<file path="config.mk">
export PLATFORM = sky130hd
export DESIGN_NAME = nibble_serial_addsub_flat
export DESIGN_NICKNAME = d
export VERILOG_FILES = /design/src/rtl/alu_pkg.sv /design/src/rtl/nibble_serial_addsub_if.sv /design/src/rtl/adder_4bit.sv /design/src/rtl/nibble_serial_addsub.sv /design/src/flat_wrapper.sv
export SDC_FILE = /design/constraint.sdc
export NUM_CORES = 1
export LEC_CHECK = 0
export CAP_MARGIN = 20
export CORE_ASPECT_RATIO = 1.75
export CORE_UTILIZATION = 52
export CTS_CLUSTER_DIAMETER = 60
export DETAILED_ROUTE_END_ITERATION = 6
export PLACE_DENSITY = 0.86
export RECOVER_POWER = 50
export SLEW_MARGIN = 20
export SYNTH_ARGS = -nofsm -noshare
export SYNTH_HDL_FRONTEND = slang
export SYNTH_SLANG_ARGS = --single-unit
</file>
<file path="constraint.sdc">
create_clock -name clk -period 4.1 [get_ports clk]
set_input_delay 0.41 -clock clk [delete_from_list [all_inputs] [get_ports clk]]
set_output_delay 0.41 -clock clk [all_outputs]
set_load 0.02 [all_outputs]
</file>
<file path="src/rtl/alu_pkg.sv">
// Shared ALU definitions: FSM state encoding, nibble width, op encoding, flag bundle.
package alu_pkg;

  localparam int unsigned NIBBLE = 4;

  localparam logic OP_ADD = 1'b0;
  localparam logic OP_SUB = 1'b1;

  typedef enum logic [1:0] {
    IDLE = 2'd0,
    CALC = 2'd1,
    DONE = 2'd2
  } state_t;

  typedef struct packed {
    logic c;
    logic v;
    logic z;
  } flags_t;

endpackage

</file>
<file path="src/rtl/nibble_serial_addsub_if.sv">
// Request/response bundle for the nibble-serial add/sub engine.
//   master : operand issuer + result consumer (drives in_valid, op_*, out_ready)
//   slave  : the engine (drives in_ready, out_valid, result, flag_*)
// WIDTH must match the engine's WIDTH parameter.
interface nibble_serial_addsub_if #(
  parameter int unsigned WIDTH = 16
) ();

  logic             in_valid;
  logic             in_ready;
  logic             op_sub;
  logic [WIDTH-1:0] op_a;
  logic [WIDTH-1:0] op_b;
  logic             out_valid;
  logic             out_ready;
  logic [WIDTH-1:0] result;
  logic             flag_c;
  logic             flag_v;
  logic             flag_z;

  modport master (
    output in_valid, op_sub, op_a, op_b, out_ready,
    input  in_ready, out_valid, result, flag_c, flag_v, flag_z
  );

  modport slave (
    input  in_valid, op_sub, op_a, op_b, out_ready,
    output in_ready, out_valid, result, flag_c, flag_v, flag_z
  );

endinterface

</file>
<file path="src/rtl/adder_4bit.sv">
// 4-bit adder with carry-in/carry-out; purely combinational.
//   a, b   : addend nibbles
//   cin    : carry in
//   sum_c  : 4-bit sum
//   cout_c : carry out
module adder_4bit
  import alu_pkg::*;
(
  input  logic [NIBBLE-1:0] a,
  input  logic [NIBBLE-1:0] b,
  input  logic              cin,
  output logic [NIBBLE-1:0] sum_c,
  output logic              cout_c
);

  logic [NIBBLE:0] total;

  assign total  = (NIBBLE+1)'(a) + (NIBBLE+1)'(b) + (NIBBLE+1)'(cin);
  assign sum_c  = total[NIBBLE-1:0];
  assign cout_c = total[NIBBLE];

endmodule

</file>
<file path="src/rtl/nibble_serial_addsub.sv">
// Multi-cycle WIDTH-bit add/subtract engine: one nibble per clock through a
// single 4-bit adder, least-significant nibble first. Reports carry (no-borrow
// for subtract), signed overflow and zero.
//   clk, rst_n : clock, asynchronous active-low reset
//   bus        : slave side of nibble_serial_addsub_if (request in, result out)
module nibble_serial_addsub
  import alu_pkg::*;
#(
  parameter int unsigned WIDTH = 16
) (
  input  logic                   clk,
  input  logic                   rst_n,
  nibble_serial_addsub_if.slave  bus
);

  localparam int unsigned NIBBLES = WIDTH / NIBBLE;
  localparam int unsigned IDXW    = (NIBBLES > 1) ? $clog2(NIBBLES) : 1;
  localparam logic [IDXW-1:0] IDX_LAST = IDXW'(NIBBLES - 1);

  if (((WIDTH % NIBBLE) != 0) || (WIDTH < 8)) begin : g_width_check
    $error("nibble_serial_addsub: WIDTH must be a multiple of 4 and at least 8");
  end

  state_t            state_q, state_d;
  logic [WIDTH-1:0]  a_q, b_q;
  logic [WIDTH-1:0]  result_q, result_d;
  logic              carry_q;
  logic [IDXW-1:0]   idx_q;
  flags_t            flags_q, flags_d;
  logic              in_ready_q, out_valid_q;
  logic              accept_c, calc_last_c;
  logic [NIBBLE-1:0] a_nib, b_nib, sum_nib;
  logic              cout;

  // Nibble currently in flight
  assign a_nib = a_q[32'(idx_q) * NIBBLE +: NIBBLE];
  assign b_nib = b_q[32'(idx_q) * NIBBLE +: NIBBLE];

  adder_4bit u_adder (
    .a      (a_nib),
    .b      (b_nib),
    .cin    (carry_q),
    .sum_c  (sum_nib),
    .cout_c (cout)
  );

  // State register
  always_ff @(posedge clk or negedge rst_n) begin
    if (!rst_n) state_q <= IDLE;
    else        state_q <= state_d;
  end

  // Next-state and control strobes
  always_comb begin
    state_d     = state_q;
    accept_c    = 1'b0;
    calc_last_c = 1'b0;
    case (state_q)
      IDLE: begin
        if (bus.in_valid) begin
          accept_c = 1'b1;
          state_d  = CALC;
        end
      end
      CALC: begin
        if (idx_q == IDX_LAST) begin
          calc_last_c = 1'b1;
          state_d     = DONE;
        end
      end
      DONE: begin
        if (bus.out_ready) state_d = IDLE;
      end
      default: state_d = IDLE;
    endcase
  end

  // Result with this cycle's nibble merged in; flags are taken from it on the
  // last nibble so they are registered in the same edge as the final sum.
  always_comb begin
    result_d = result_q;
    result_d[32'(idx_q) * NIBBLE +: NIBBLE] = sum_nib;
    flags_d.c = cout;
    flags_d.v = (a_q[WIDTH-1] == b_q[WIDTH-1]) && (result_d[WIDTH-1] != a_q[WIDTH-1]);
    flags_d.z = ~|result_d;
  end

  // Operand, result, carry, index, flag and handshake registers.
  // op_sub is held as the initial carry (two's-complement +1 on inverted B).
  always_ff @(posedge clk or negedge rst_n) begin
    if (!rst_n) begin
      a_q         <= '0;
      b_q         <= '0;
      result_q    <= '0;
      carry_q     <= 1'b0;
      idx_q       <= '0;
      flags_q     <= '0;
      in_ready_q  <= 1'b1;
      out_valid_q <= 1'b0;
    end else begin
      in_ready_q  <= (state_d == IDLE);
      out_valid_q <= (state_d == DONE);
      if (accept_c) begin
        a_q     <= bus.op_a;
        b_q     <= (bus.op_sub == OP_SUB) ? ~bus.op_b : bus.op_b;
        carry_q <= bus.op_sub;
        idx_q   <= '0;
      end else if (state_q == CALC) begin
        result_q <= result_d;
        carry_q  <= cout;
        if (calc_last_c) flags_q <= flags_d;
        else             idx_q   <= idx_q + IDXW'(1);
      end
    end
  end

  assign bus.in_ready  = in_ready_q;
  assign bus.out_valid = out_valid_q;
  assign bus.result    = result_q;
  assign bus.flag_c    = flags_q.c;
  assign bus.flag_v    = flags_q.v;
  assign bus.flag_z    = flags_q.z;

endmodule

</file>
<file path="src/flat_wrapper.sv">
// flat-port wrapper written by rule: the top's interface ports become plain ports
module nibble_serial_addsub_flat import alu_pkg::*;
#(
  parameter int unsigned WIDTH = 16
)
  (clk, rst_n, bus_in_valid, bus_op_sub, bus_op_a, bus_op_b, bus_out_ready, bus_in_ready, bus_out_valid, bus_result, bus_flag_c, bus_flag_v, bus_flag_z);
  nibble_serial_addsub_if #(.WIDTH(WIDTH)) bus_i ();
  input  logic clk;
  input  logic rst_n;
  input wire logic [$bits(bus_i.in_valid)-1:0] bus_in_valid;
  input wire logic [$bits(bus_i.op_sub)-1:0] bus_op_sub;
  input wire logic [$bits(bus_i.op_a)-1:0] bus_op_a;
  input wire logic [$bits(bus_i.op_b)-1:0] bus_op_b;
  input wire logic [$bits(bus_i.out_ready)-1:0] bus_out_ready;
  output wire logic [$bits(bus_i.in_ready)-1:0] bus_in_ready;
  output wire logic [$bits(bus_i.out_valid)-1:0] bus_out_valid;
  output wire logic [$bits(bus_i.result)-1:0] bus_result;
  output wire logic [$bits(bus_i.flag_c)-1:0] bus_flag_c;
  output wire logic [$bits(bus_i.flag_v)-1:0] bus_flag_v;
  output wire logic [$bits(bus_i.flag_z)-1:0] bus_flag_z;
  assign bus_i.in_valid = bus_in_valid;
  assign bus_i.op_sub = bus_op_sub;
  assign bus_i.op_a = bus_op_a;
  assign bus_i.op_b = bus_op_b;
  assign bus_i.out_ready = bus_out_ready;
  assign bus_in_ready = bus_i.in_ready;
  assign bus_out_valid = bus_i.out_valid;
  assign bus_result = bus_i.result;
  assign bus_flag_c = bus_i.flag_c;
  assign bus_flag_v = bus_i.flag_v;
  assign bus_flag_z = bus_i.flag_z;
  nibble_serial_addsub #(.WIDTH(WIDTH)) u_core (.clk(clk), .rst_n(rst_n), .bus(bus_i));
endmodule
</file>
# Yosys cells after proc, flatten, opt, wreduce, memory -nomap -nowiden
# Cells that the tools add are included.
dict set report totals {
  regBits 58
  out_inout_bits 21
  word_cells 52
}
dict set report op_classes {
  n_addsub 4
  eq_ne 7
  n_shift 4
  mux 15
  bitwise_logic 2
  n_reduce_logical 9
}
# cell count
set op_table {}
lappend op_table {{$neg 4->34} 1}
lappend op_table {{$shift 4x34->16 const A} 1}
lappend op_table {{$shiftx 4x34->16} 1}
lappend op_table {{$shiftx 16x5->4} 2}
lappend op_table {{$bwmux 16} 1}
lappend op_table {{$mux 16} 1}
lappend op_table {{$not 16->16} 1}
lappend op_table {{$reduce_or 16->1} 1}
lappend op_table {{$mux 2} 6}
lappend op_table {{$eq 2x2->1 const B} 3}
lappend op_table {{$mux 1} 6}
lappend op_table {{$pmux 2 s3} 1}
lappend op_table {{$add 4x4->5} 1}
lappend op_table {{$add 5x1->5} 1}
lappend op_table {{$logic_not 2->1} 2}
lappend op_table {{$reduce_and 2->1} 2}
lappend op_table {{$reduce_and 3->1} 1}
lappend op_table {{$add 2x1->2 const B} 1}
lappend op_table {{$eq 2x1->1 const B} 1}
lappend op_table {{$ne 2x1->1 const B} 1}
lappend op_table {{$reduce_bool 2->1} 1}
lappend op_table {{$eq 1x1->1} 1}
lappend op_table {{$logic_and 1x1->1} 1}
lappend op_table {{$logic_not 1->1} 1}
lappend op_table {{2 further kinds} 2}

# Longest topological paths before layout
# Gate-level depths: netlist of run 1.
dict set report logic_depth {
  ltp_word 7
  mapped_depth 10
  ltp_nobuf 9
}

# Hierarchy
# From an unflattened synthesis of run 1, not the netlist that was laid out.
dict set report unflattened {
  hier_cells 256
  area_unflattened_um2 2910.3
}
# mod instances cells_per_inst area_each_um2 seq_area_each_um2
set by_module_without_submodules {}
lappend by_module_without_submodules {nibble_serial_addsub 1 240 2766.4 1452.6}
lappend by_module_without_submodules {adder_4bit 1 16 143.9 0.0}

# Worst setup path before layout of run 1
# Ideal clock, no wire load.
dict set report synth_timing {
  kind {reg2reg}
  from {register u_core.idx_q[0]}
  to {register u_core.flags_q, in the netlist u_core.bus.flag_v}
  setup_ps 77
  arrival_time_ps 2815
  t_required_ps 4023
  slack_ps 1208
  stages_incl_launch_ff 9
  n_path_buf 1
  cell_sequence {dfrtp_1 buf_2 mux4_2 fa_1 a21o_1 a2111oi_4 a211oi_1 or3_1 a21oi_1}
}
dict set report synth_between {
  elab_chain_cells 7
  elab_cells_between_ends 14
  classes_between {add/sub (3); eq/ne (2); shift (4); mux (3); reduce/logical (2)}
}
# item line
set synth_rtl {}
lappend synth_rtl {{from (decl)} nibble_serial_addsub.sv:28} ;# logic [IDXW-1:0] idx_q;
lappend synth_rtl {{from (signal assigned)} nibble_serial_addsub.sv:112} ;# else idx_q <= idx_q + IDXW'(1);
lappend synth_rtl {{$shiftx 16x5->4, on equally long branches} {nibble_serial_addsub.sv:36, nibble_serial_addsub.sv:37}}
lappend synth_rtl {{$add 4x4->5} adder_4bit.sv:18} ;# assign total = (NIBBLE+1)'(a) + (NIBBLE+1)'(b) + (NIBBLE+1)'(cin);
lappend synth_rtl {{$add 5x1->5} adder_4bit.sv:18}
lappend synth_rtl {{$shiftx 4x34->16} nibble_serial_addsub.sv:82} ;# result_d[32'(idx_q) * NIBBLE +: NIBBLE] = sum_nib;
lappend synth_rtl {{$bwmux 16} nibble_serial_addsub.sv:82}
lappend synth_rtl {{$ne 1x1->1} nibble_serial_addsub.sv:84} ;# flags_d.v = (a_q[WIDTH-1] == b_q[WIDTH-1]) && (result_d[WIDTH-1] != a_q[WIDTH-1]);
lappend synth_rtl {{$logic_and 1x1->1} nibble_serial_addsub.sv:84}
lappend synth_rtl {{to (signal assigned)} nibble_serial_addsub.sv:111} ;# if (calc_last_c) flags_q <= flags_d;
lappend synth_rtl {{to (decl)} nibble_serial_addsub.sv:29} ;# flags_t flags_q, flags_d;
# Several ways; a longest one is shown, not always the timed one.
# A chain may end at the register's enable or synchronous reset.

# Final worst setup path of run 1
dict set report layout_timing {
  from {register u_core.idx_q[0]}
  to {register u_core.flags_q, in the netlist u_core.bus.flag_z}
}
dict set report layout_between {
  elab_chain_cells 7
  elab_cells_between_ends 14
  classes_between {add/sub (3); eq/ne (1); shift (4); mux (3); reduce/logical (3)}
}
# item line
set layout_rtl {}
lappend layout_rtl {{$shiftx 16x5->4, on equally long branches} {nibble_serial_addsub.sv:36, nibble_serial_addsub.sv:37}}
lappend layout_rtl {{$add 4x4->5} adder_4bit.sv:18}
lappend layout_rtl {{$add 5x1->5} adder_4bit.sv:18}
lappend layout_rtl {{$shiftx 4x34->16} nibble_serial_addsub.sv:82}
lappend layout_rtl {{$bwmux 16} nibble_serial_addsub.sv:82}
lappend layout_rtl {{$reduce_or 16->1} nibble_serial_addsub.sv:85} ;# flags_d.z = ~|result_d;
lappend layout_rtl {{$logic_not 1->1} nibble_serial_addsub.sv:85}
# Several ways; a longest one is shown, not always the timed one.

==> results.json, run 1 <==
{
  "grt-ovfl-total": 0,
  "fin_total_pwr_uw": 3540,
  "grt_pass1_vias": 2285,
  "number_of_post_cts_setup_repair_buffers": 0,
  "worst_hold_path_type": "reg -> reg",
  "initial_antenna_violation_count": 0,
  "outcome": "finished with violations",
  "cp_slowest_cell": "sky130_fd_sc_hd__dfrtp_1",
  "max_freq_ghz": 0.304,
  "n_antenna_cell": 0,
  "number_of_resized_instances_in_the_post_cts_repair_step": 0,
  "post_layout_instance_area_sq_um": 3800,
  "detail-route-antenna-nets": 0,
  "floorplan.initialDensity_pct": 53.3,
  "vdd.ir_drop.worst_mv": 0.539,
  "postSynthNetCount": 312,
  "finish.utilization_pct": 68.7,
  "placement_rows": 36,
  "drt-vias-per-instance": 5.49,
  "endpoint_kind": "flop",
  "cts_tree": "yes",
  "max-clock-path-buffers": 2,
  "post-route-drc-count": 0,
  "power_leakage_uw": 0.00156,
  "critical_path_required_ns": 4.34,
  "finalHoldViolations": 0,
  "clkTransAtPathRegs_ns": 0.07,
  "ys_seq_elements": 58,
  "first_pass_iters": 4,
  "layout.cells.most_common_list": "57 x sky130_fd_sc_hd__dfrtp_1, 55 x sky130_fd_sc_hd__clkdlybuf4s50_1, 29 x sky130_fd_sc_hd__nor2_1, 21 x sky130_fd_sc_hd__nand2_1, 21 x sky130_fd_sc_hd__a21oi_1",
  "global_route_wire_length_before_repair_microns": 10400,
  "yosysTopAreaCellShare_pct": 48.3,
  "globalRouteTotalUtil_pct": 24.2,
  "hold_path_startpoint": "u_core.bus.result[5]$_DFFE_PN0P_",
  "max_slew_margin_pct": -102,
  "synth.yosys.warnings": 0,
  "cts_made_buffers": 9,
  "netlist-cell-type-count": 40,
  "dieArea_sq_um": 6000,
  "ys_top_cells_by_area": "sky130_fd_sc_hd__dfrtp_1 48%, sky130_fd_sc_hd__mux2_2 6.1%, sky130_fd_sc_hd__mux4_2 6.1%",
  "timing.final.crit_period_ns": 3.29,
  "root_buffer": "sky130_fd_sc_hd__clkbuf_8",
  "drt-total-wl_microns": 6310,
  "worst_r2r_path_depth": 7,
  "layout.filler_cells": 435,
  "synth.avg_cell_area_sq_um": 11.2,
  "post-dp-hpwl_microns": 4690,
  "finalCritPeriodShare_pct": 80.3,
  "numClockSinks": 58,
  "worst_ep_arrival_time_ns": 3.54,
  "r2r_end": "u_core.bus.flag_z$_DFFE_PN0P_",
  "setup_ws_ns": 0.806,
  "crit_path_start_kind": "flop",
  "core_area_sq_um": 5540,
  "timing_max_transition_violations_final": 59,
  "finalSetupViolCount": 0,
  "nNetsFinal": 372,
  "place_area_sq_um": 3590,
  "hold_path_depth": 2,
  "yosysSeqAreaShare_pct": 49.2,
  "layout_commonest_cell": "sky130_fd_sc_hd__dfrtp_1",
  "r2r_slack_ns": 0.81,
  "drt-initial-drc-count": 40,
  "postSynth.asyncResetShare_pct": 100,
  "worst_path_largest_cell_delay_ns": 0.92,
  "gpl_wtd_cong": 0.881,
  "drive_above_1_share_pct": 14.3,
  "buffers_inverters_on_critical_path": 0,
  "detailroute.via_count": 2223,
  "grt_setup_unrepaired": "false",
  "critical_path.cell_chain": "mux4_2 -> fa_1 -> a21o_1 -> a21o_1 -> a211oi_1 -> nand4_1 -> o31ai_1",
  "setup_tns_ns": 0,
  "cap_viol_max_count": 1,
  "synth_top_cell_by_area": "sky130_fd_sc_hd__dfrtp_1",
  "die_h_microns": 102,
  "worst-setup-path-type": "reg -> reg",
  "post_cts_hold_buffer_count": 0,
  "fin_skew_ns": 0.00641,
  "cellPowerDensity_nw_per_um2": 931,
  "most_used_cell_along_the_critical_path": "sky130_fd_sc_hd__a21o_1",
  "insertion_delay_ns": 0.34,
  "timing.critical_path.fanout_max": 18,
  "netlist_area_sq_um": 2960,
  "ioPinCount": 58,
  "die_width_microns": 59.0,
  "tightest_slew_ns": 3.02,
  "port_buffers": 57,
  "number_of_standard_cells_after_synthesis": 264,
  "wl_per_cell_microns": 15.6,
  "synthToLayoutAreaGrowth_pct": 28.7,
  "yosys_most_used_dff": "sky130_fd_sc_hd__dfrtp_1",
  "critical-path-top-delay-family": "compound AO/OA/AOI/OAI gates",
  "timing.rr.start": "u_core.idx_q[0]$_DFFE_PN0P_",
  "violations": "max-capacitance violations, max-slew violations",
  "place_ws_ns": 0.787,
  "hold-path-endpoint": "u_core.bus.result[5]$_DFFE_PN0P_",
  "maximum_number_of_pins_on_one_net_before_global_route_repair": 59,
  "number_of_enable_flip_flop_cells_after_synthesis": 0,
  "cts_htree_levels": 3
}
cell type report:
type	instances	area (sq um)	share of cell area, %
clock inverter	7	93.8	2.47
sequential	58	1450	38.2
timing repair buffer	59	577	15.2
multi-input combinational	186	1430	37.5
clock buffer	9	124	3.26
tap	76	95.1	2.50
inverter	10	37.5	0.987
through the flow:
step	hold WS (ns)	std cells
3_5_place_dp	0.494	389
6_report	0.499	405
3_3_place_gp	0.474	389
5_1_grt	0.521	405
4_1_cts	0.224	405
2_1_floorplan	0.114	264
logic make-up after synthesis:
logic type / synth area share (%)
simple gates: 12.9
mux: 12.2
xor+xnor: 5.63
buf+inv: 2.79
flops: 49.2
fa+ha+maj: 5.17
compound gates: 12.2
state kept, by name (all words and copies together), names as in the netlist:
signal,cells
u_core.a_q,16
u_core.bus.out_valid,1
u_core.b_q,16
u_core.bus.flag_z,1
u_core.idx_q,2
u_core.bus.in_ready,1
u_core.state_q,2
u_core.bus.flag_v,1
u_core.carry_q,1
u_core.bus.flag_c,1
u_core.bus.result,16
how the worst max path moves through the flow:
stage                                 from                                to  slack (ns)  cells past startpoint
6_report       u_core.idx_q[0]$_DFFE_PN0P_     u_core.bus.flag_z$_DFFE_PN0P_        0.81                      7
3_3_place_gp   u_core.idx_q[0]$_DFFE_PN0P_     u_core.bus.flag_z$_DFFE_PN0P_        0.92                      7
2_1_floorplan  u_core.idx_q[0]$_DFFE_PN0P_     u_core.bus.flag_v$_DFFE_PN0P_        1.21                      8
5_1_grt                              rst_n  u_core.bus.result[1]$_DFFE_PN0P_        0.45                      2
3_5_place_dp   u_core.idx_q[0]$_DFFE_PN0P_     u_core.bus.flag_z$_DFFE_PN0P_        0.79                      7
4_1_cts        u_core.idx_q[0]$_DFFE_PN0P_     u_core.bus.flag_z$_DFFE_PN0P_        0.78                      7
per-layer routing:
layer | track usage, % | vias up | wire length (microns)
li1 | - | 1060 | -
met1 | 23.6 | 1074 | 2270
met2 | 42.0 | 61 | 3500
met3 | 7.28 | 28 | 201
met4 | 17.6 | 0 | 327
met5 | 0 | - | 0
synth_stat cells (2+ instances only):
library cell and count:
sky130_fd_sc_hd__ha_1 9, sky130_fd_sc_hd__nor2_1 29, sky130_fd_sc_hd__and3_1 2, sky130_fd_sc_hd__nand4_1 2
sky130_fd_sc_hd__a31oi_1 3, sky130_fd_sc_hd__nor2b_1 3, sky130_fd_sc_hd__nor3_1 2, sky130_fd_sc_hd__nor4b_1 2
sky130_fd_sc_hd__nor4_1 3, sky130_fd_sc_hd__a21oi_1 21, sky130_fd_sc_hd__dfrtp_1 57, sky130_fd_sc_hd__nand3_1 3
sky130_fd_sc_hd__mux4_2 8, sky130_fd_sc_hd__o31ai_1 3, sky130_fd_sc_hd__a22o_1 6, sky130_fd_sc_hd__inv_1 10
sky130_fd_sc_hd__o22ai_1 2, sky130_fd_sc_hd__nand2_1 21, sky130_fd_sc_hd__mux2_2 16, sky130_fd_sc_hd__xnor2_1 18
sky130_fd_sc_hd__a211oi_1 2, sky130_fd_sc_hd__nand3b_1 2, sky130_fd_sc_hd__a21o_1 2, sky130_fd_sc_hd__fa_1 2
sky130_fd_sc_hd__o21ai_0 13, sky130_fd_sc_hd__clkbuf_1 4, sky130_fd_sc_hd__buf_2 6
power by group:
group	internal (uW)	switching (uW)	total, uW
combinational	839	1070	1900
clock	340	235	575
sequential	837	225	1060
total	2020	1530	3540
worst reg2reg max path, stage by stage (launching register included):
cell and delay (ns):
sky130_fd_sc_hd__dfrtp_1 0.92, sky130_fd_sc_hd__mux4_2 0.62, sky130_fd_sc_hd__fa_1 0.43, sky130_fd_sc_hd__a21o_1 0.24, sky130_fd_sc_hd__a21o_1 0.22, sky130_fd_sc_hd__a211oi_1 0.39
sky130_fd_sc_hd__nand4_1 0.14, sky130_fd_sc_hd__o31ai_1 0.23
Note: power is estimated with default switching activity, not from simulation.
==> inputs of run 2 (changes only) <==
- CORE_UTILIZATION: 52 -> 47
- PLACE_DENSITY: 0.86 -> 0.83
- clock period: 4.1 -> 3 ns (I/O delays scaled with it)
==> results.json, run 2 (synthesis gave the netlist of run 1 again) <==
{
  "fin_cells": 414,
  "power.net_switching_uw": 2040,
  "detailroute.via_count": 2256,
  "seq_power_share_pct": 29.3,
  "timing.rr.start": "u_core.idx_q[0]$_DFFE_PN0P_",
  "crit_cells": 8,
  "power_leakage_uw": 0.00159,
  "r2r_slack_ns": 0.29,
  "clkTransAtPathRegs_ns": 0.06,
  "comb_power_share_pct": 55.8,
  "n_antenna_cell": 0,
  "drive_above_1_share_pct": 15.2,
  "gpl_wtd_cong": 0.980,
  "fin_skew_ns": 0.00680,
  "globalRouteTotalUtil_pct": 22.2,
  "critical-path-top-delay-family": "simple AND/OR/NAND/NOR gates",
  "cap_viol_max_count": 0,
  "buffers_inverters_on_critical_path": 1,
  "dp_cells": 397,
  "grt_pass1_vias": 2274,
  "first_pass_iters": 6,
  "post-dp-hpwl_microns": 4890,
  "detail-route-antenna-nets": 0,
  "r2r_end": "u_core.bus.flag_z$_DFFE_PN0P_",
  "netSwitchingFraction_pct": 42.6,
  "root_buffer": "sky130_fd_sc_hd__clkbuf_8",
  "cts_tree": "yes",
  "cp_slowest_cell": "sky130_fd_sc_hd__mux4_2",
  "grt_setup_unrepaired": "false",
  "endpoint_kind": "flop",
  "worst_r2r_path_depth": 8,
  "grt-ovfl-total": 0,
  "numClockSinks": 58,
  "worst_path_largest_cell_delay_ns": 0.50,
  "die_h_microns": 107,
  "placement_rows": 37,
  "global_route_wire_length_before_repair_microns": 10400,
  "timing.critical_path.fanout_max": 7,
  "critical_path_required_ns": 3.25,
  "crit_path_start_kind": "flop",
  "cellPowerDensity_nw_per_um2": 1250,
  "finalSetupViolCount": 0,
  "critical_path.cell_chain": "buf_4 -> mux4_2 -> ha_1 -> and2b_1 -> or4b_1 -> nand3_1 -> a21oi_1 -> o31ai_1",
  "timing.final.crit_period_ns": 2.71,
  "clock_power_share_pct": 14.8,
  "initial_antenna_violation_count": 0,
  "die_width_microns": 61.9,
  "core_area_sq_um": 5970,
  "vdd.ir_drop.worst_mv": 0.634,
  "insertion_delay_ns": 0.35,
  "p_int_uw": 2750,
  "finalHoldViolations": 0,
  "max_freq_ghz": 0.369,
  "wl_per_cell_microns": 15.3,
  "layout.cells.most_common_list": "56 x sky130_fd_sc_hd__dfrtp_1, 55 x sky130_fd_sc_hd__clkdlybuf4s50_1, 29 x sky130_fd_sc_hd__nor2_1, 21 x sky130_fd_sc_hd__nand2_1, 21 x sky130_fd_sc_hd__a21oi_1",
  "worst_hold_path_type": "in -> async",
  "post-route-drc-count": 0,
  "fin_total_pwr_uw": 4780,
  "tightest_slew_ns": 1.32,
  "ioPinCount": 58,
  "cts_made_buffers": 9,
  "worst-setup-path-type": "reg -> reg",
  "worst_ep_arrival_time_ns": 2.96,
  "drt-total-wl_microns": 6320,
  "maximum_number_of_pins_on_one_net_before_global_route_repair": 51,
  "nNetsFinal": 379,
  "drt-initial-drc-count": 64,
  "max_slew_margin_pct": 11.7,
  "layout.filler_cells": 487,
  "number_of_post_cts_setup_repair_buffers": 0,
  "outcome": "finished, final reports clean",
  "layout_commonest_cell": "sky130_fd_sc_hd__dfrtp_1",
  "cts_htree_levels": 3,
  "port_buffers": 57,
  "drt-vias-per-instance": 5.45,
  "max-clock-path-buffers": 2,
  "setup_tns_ns": 0,
  "finalCritPeriodShare_pct": 90.4,
  "dieArea_sq_um": 6620,
  "floorplan.initialDensity_pct": 49.5,
  "timing_max_transition_violations_final": 0,
  "synthToLayoutAreaGrowth_pct": 29.9
}
[run 2: per-layer routing]
metal  vias to the layer above  track usage (%)  share of wire [%]
met5                         -                0                  0
met4                         0             14.4                5.1
met3                        30             5.67                3.6
met2                        71             37.5                 56
met1                      1084             22.8                 36
li1                       1071                -                  -
[run 2: timing repair]
action / in CTS / in global routing
endpoints found under the setup margin: 0 / 1
hold buffers: 1 / 0
gates resized for setup: 0 / 2
hold endpoints to repair: 8 / 0
[run 2: power groups by stage]
stage / Combinational (uW) / Clock (uW) / Sequential (uW)
finish: 2670 / 710 / 1400
global route: 2970 / 757 / 1450
CTS: 2660 / 724 / 1410
detailed placement: 2650 / 0 / 1420
global placement: 2580 / 0 / 1400
floorplan: 1800 / 0 / 1460
[run 2: worst max path at each step]
stage                                     start                             to  slack [ns]
global placement    u_core.idx_q[0]$_DFFE_PN0P_  u_core.bus.flag_z$_DFFE_PN0P_        0.24
detailed placement  u_core.idx_q[0]$_DFFE_PN0P_  u_core.bus.flag_z$_DFFE_PN0P_        0.15
floorplan           u_core.idx_q[0]$_DFFE_PN0P_  u_core.bus.flag_v$_DFFE_PN0P_        0.11
global route        u_core.idx_q[0]$_DFFE_PN0P_  u_core.bus.flag_z$_DFFE_PN0P_         0.1
finish              u_core.idx_q[0]$_DFFE_PN0P_  u_core.bus.flag_z$_DFFE_PN0P_        0.29
CTS                 u_core.idx_q[0]$_DFFE_PN0P_  u_core.bus.flag_z$_DFFE_PN0P_        0.14
[run 2: area by class of cell]
class	count	area [sq um]	area share (%)
Tap cell	78	97.6	2.54
Multi-Input combinational cell	186	1430	37.1
Sequential cell	58	1450	37.9
Timing Repair Buffer	66	624	16.3
Clock inverter	1	5.00	0.130
Inverter	10	37.5	0.978
Clock buffer	15	196	5.12
[run 2: per-stage QoR]
step | hold WS (ns) | area, sq um | worst slack, ns | util, %
final | 0.461 | 3840 | 0.287 | 64.3
after global routing | 0.518 | 3840 | 0.0977 | 64.3
after global placement | 0.176 | 3640 | 0.239 | 60.9
after CTS | 0.349 | 3850 | 0.139 | 64.5
after detailed placement | 0.181 | 3640 | 0.149 | 60.9
after floorplan | 0.00441 | 2960 | 0.108 | -
==> inputs of run 3 (changes only) <==
- CORE_MARGIN: unset -> 5
- PLACE_DENSITY: 0.83 -> 0.88
- SLEW_MARGIN: 20 -> unset
==> results.json, run 3 (synthesis gave the netlist of run 1 again) <==
{
  "outcome": "finished with violations",
  "violations": "max-capacitance violations, max-slew violations",
  "cts_made_buffers": 9,
  "timing.critical_path.fanout_max": 5,
  "tightest_slew_ns": 1.55,
  "timing.final.crit_period_ns": 2.75,
  "worst-setup-path-type": "reg -> reg",
  "critical_path_required_ns": 3.24,
  "wl_per_cell_microns": 17.0,
  "detailroute.via_count": 2259,
  "cap_viol_max_count": 1,
  "floorplan.initialDensity_pct": 47.8,
  "maximum_number_of_pins_on_one_net_before_global_route_repair": 40,
  "crit_path_start_kind": "flop",
  "synthToLayoutAreaGrowth_pct": 29.8,
  "r2r_slack_ns": 0.25,
  "cts_htree_levels": 3,
  "place_ws_ns": 0.184,
  "max_freq_ghz": 0.363,
  "power_leakage_uw": 0.00159,
  "timing.rr.start": "u_core.idx_q[0]$_DFFE_PN0P_",
  "placement_rows": 38,
  "hold_path_depth": 2,
  "global_route_wire_length_before_repair_microns": 11700,
  "clkTransAtPathRegs_ns": 0.06,
  "drt-total-wl_microns": 7110,
  "post-route-drc-count": 0,
  "detail-route-antenna-nets": 0,
  "numClockSinks": 58,
  "length_of_routed_met3_wiring_microns": 266,
  "layout.cells.most_common_list": "57 x sky130_fd_sc_hd__dfrtp_1, 55 x sky130_fd_sc_hd__clkdlybuf4s50_1, 29 x sky130_fd_sc_hd__nor2_1, 21 x sky130_fd_sc_hd__nand2_1, 21 x sky130_fd_sc_hd__a21oi_1",
  "finalSetupViolCount": 0,
  "die_h_microns": 115,
  "globalRouteTotalUtil_pct": 19.4,
  "worst_r2r_path_depth": 8,
  "fin_skew_ns": 0.00647,
  "wl_met1_microns": 2550,
  "grt_pass1_vias": 2447,
  "r2r_end": "u_core.bus.flag_z$_DFFE_PN0P_",
  "core_area_sq_um": 6180,
  "drt-initial-drc-count": 128,
  "finalHoldViolations": 0,
  "worst_ep_arrival_time_ns": 3.00,
  "hold_path_startpoint": "u_core.bus.result[3]$_DFFE_PN0P_",
  "ioPinCount": 58,
  "finish.utilization_pct": 62.1,
  "n_antenna_cell": 0,
  "dieArea_sq_um": 8040,
  "top_signal_layer_used": "met4",
  "wl_met2_microns": 3940,
  "grt-ovfl-total": 0,
  "port_buffers": 57,
  "place_area_sq_um": 3660,
  "dp_cells": 401,
  "layout_commonest_cell": "sky130_fd_sc_hd__dfrtp_1",
  "post_layout_instance_area_sq_um": 3840,
  "hold-path-endpoint": "u_core.bus.result[3]$_DFFE_PN0P_",
  "setup_ws_ns": 0.246,
  "nNetsFinal": 381,
  "timing_max_transition_violations_final": 37,
  "number_of_post_cts_setup_repair_buffers": 0,
  "die_width_microns": 69.9,
  "first_pass_iters": 6,
  "gpl_wtd_cong": 0.960,
  "max-clock-path-buffers": 2,
  "drt-vias-per-instance": 5.40,
  "root_buffer": "sky130_fd_sc_hd__clkbuf_8",
  "max_slew_margin_pct": -3.34,
  "vdd.ir_drop.worst_mv": 0.502,
  "grt_setup_unrepaired": "false",
  "insertion_delay_ns": 0.35,
  "post-dp-hpwl_microns": 5580,
  "finalCritPeriodShare_pct": 91.8,
  "cellPowerDensity_nw_per_um2": 1260,
  "initial_antenna_violation_count": 0,
  "cts_tree": "yes",
  "drive_above_1_share_pct": 15.1,
  "layout.filler_cells": 525,
  "setup_tns_ns": 0,
  "worst_hold_path_type": "reg -> reg",
  "endpoint_kind": "flop",
  "fin_cells": 418
}
[run 3: cell count changes in the layout (fill, tap and decap cells not counted), sizes merged]
cell,previous run,this run
clkbuf,19,18
buf,5,7
clkinv,1,2
[run 3: metrics by stage]
stage	hold slack, ns	total power, uW
finish	0.504	4840
global route	0.537	5230
CTS	0.428	4860
detailed placement	0.267	4170
global placement	0.261	4090
floorplan	0.00441	3250
[run 3: worst max path at each step]
stage / startpoint / to / slack [ns] / cells past startpoint
floorplan: u_core.idx_q[0]$_DFFE_PN0P_ / u_core.bus.flag_v$_DFFE_PN0P_ / 0.11 / 8
global placement: u_core.idx_q[0]$_DFFE_PN0P_ / u_core.bus.flag_z$_DFFE_PN0P_ / 0.30 / 8
detailed placement: u_core.idx_q[0]$_DFFE_PN0P_ / u_core.bus.flag_z$_DFFE_PN0P_ / 0.18 / 8
CTS: u_core.idx_q[0]$_DFFE_PN0P_ / u_core.bus.flag_z$_DFFE_PN0P_ / 0.17 / 8
global route: u_core.idx_q[0]$_DFFE_PN0P_ / u_core.bus.flag_z$_DFFE_PN0P_ / 0.04 / 8
finish: u_core.idx_q[0]$_DFFE_PN0P_ / u_core.bus.flag_z$_DFFE_PN0P_ / 0.25 / 8
[run 3: repair_timing]
action                                 CTS  global route
endpoints found under the hold margin   18             0
setup endpoints to repair                0             1
hold buffers                             1             0
resized for setup                        0             1
[run 3: area by class of cell]
class,instances,area (sq um),area share (%)
Sequential cell,58,1450,37.9
Multi-Input combinational cell,186,1430,37.1
Timing Repair Buffer,68,639,16.7
Clock buffer,14,173,4.50
Tap cell,80,100,2.61
Inverter,10,37.5,0.978
Clock inverter,2,10.0,0.261
[run 3: report_power, final]
| group | total (uW) | switching [uW] | internal, uW | leakage [uW] |
|---|---|---|---|---|
| logic | 2770 | 1570 | 1210 | 0.000787 |
| registers | 1410 | 265 | 1150 | 0.000705 |
| clock network | 659 | 295 | 365 | 0.0000965 |
| total | 4840 | 2130 | 2720 | 0.00159 |
[run 3: layer usage]
metal	global-route usage (%)	up-vias
li1	-	1079
met1	19.4	1070
met2	35.2	77
met3	4.29	33
met4	13.3	0
met5	0	-
[run 3: critical path, stage by stage (launching register included)]
cell	delay [ns]
sky130_fd_sc_hd__dfrtp_1	0.45
sky130_fd_sc_hd__buf_4	0.19
sky130_fd_sc_hd__mux4_2	0.50
sky130_fd_sc_hd__ha_1	0.43
sky130_fd_sc_hd__and2b_1	0.19
sky130_fd_sc_hd__or4b_1	0.43
sky130_fd_sc_hd__nand3_1	0.11
sky130_fd_sc_hd__a22oi_1	0.08
sky130_fd_sc_hd__o31ai_1	0.27
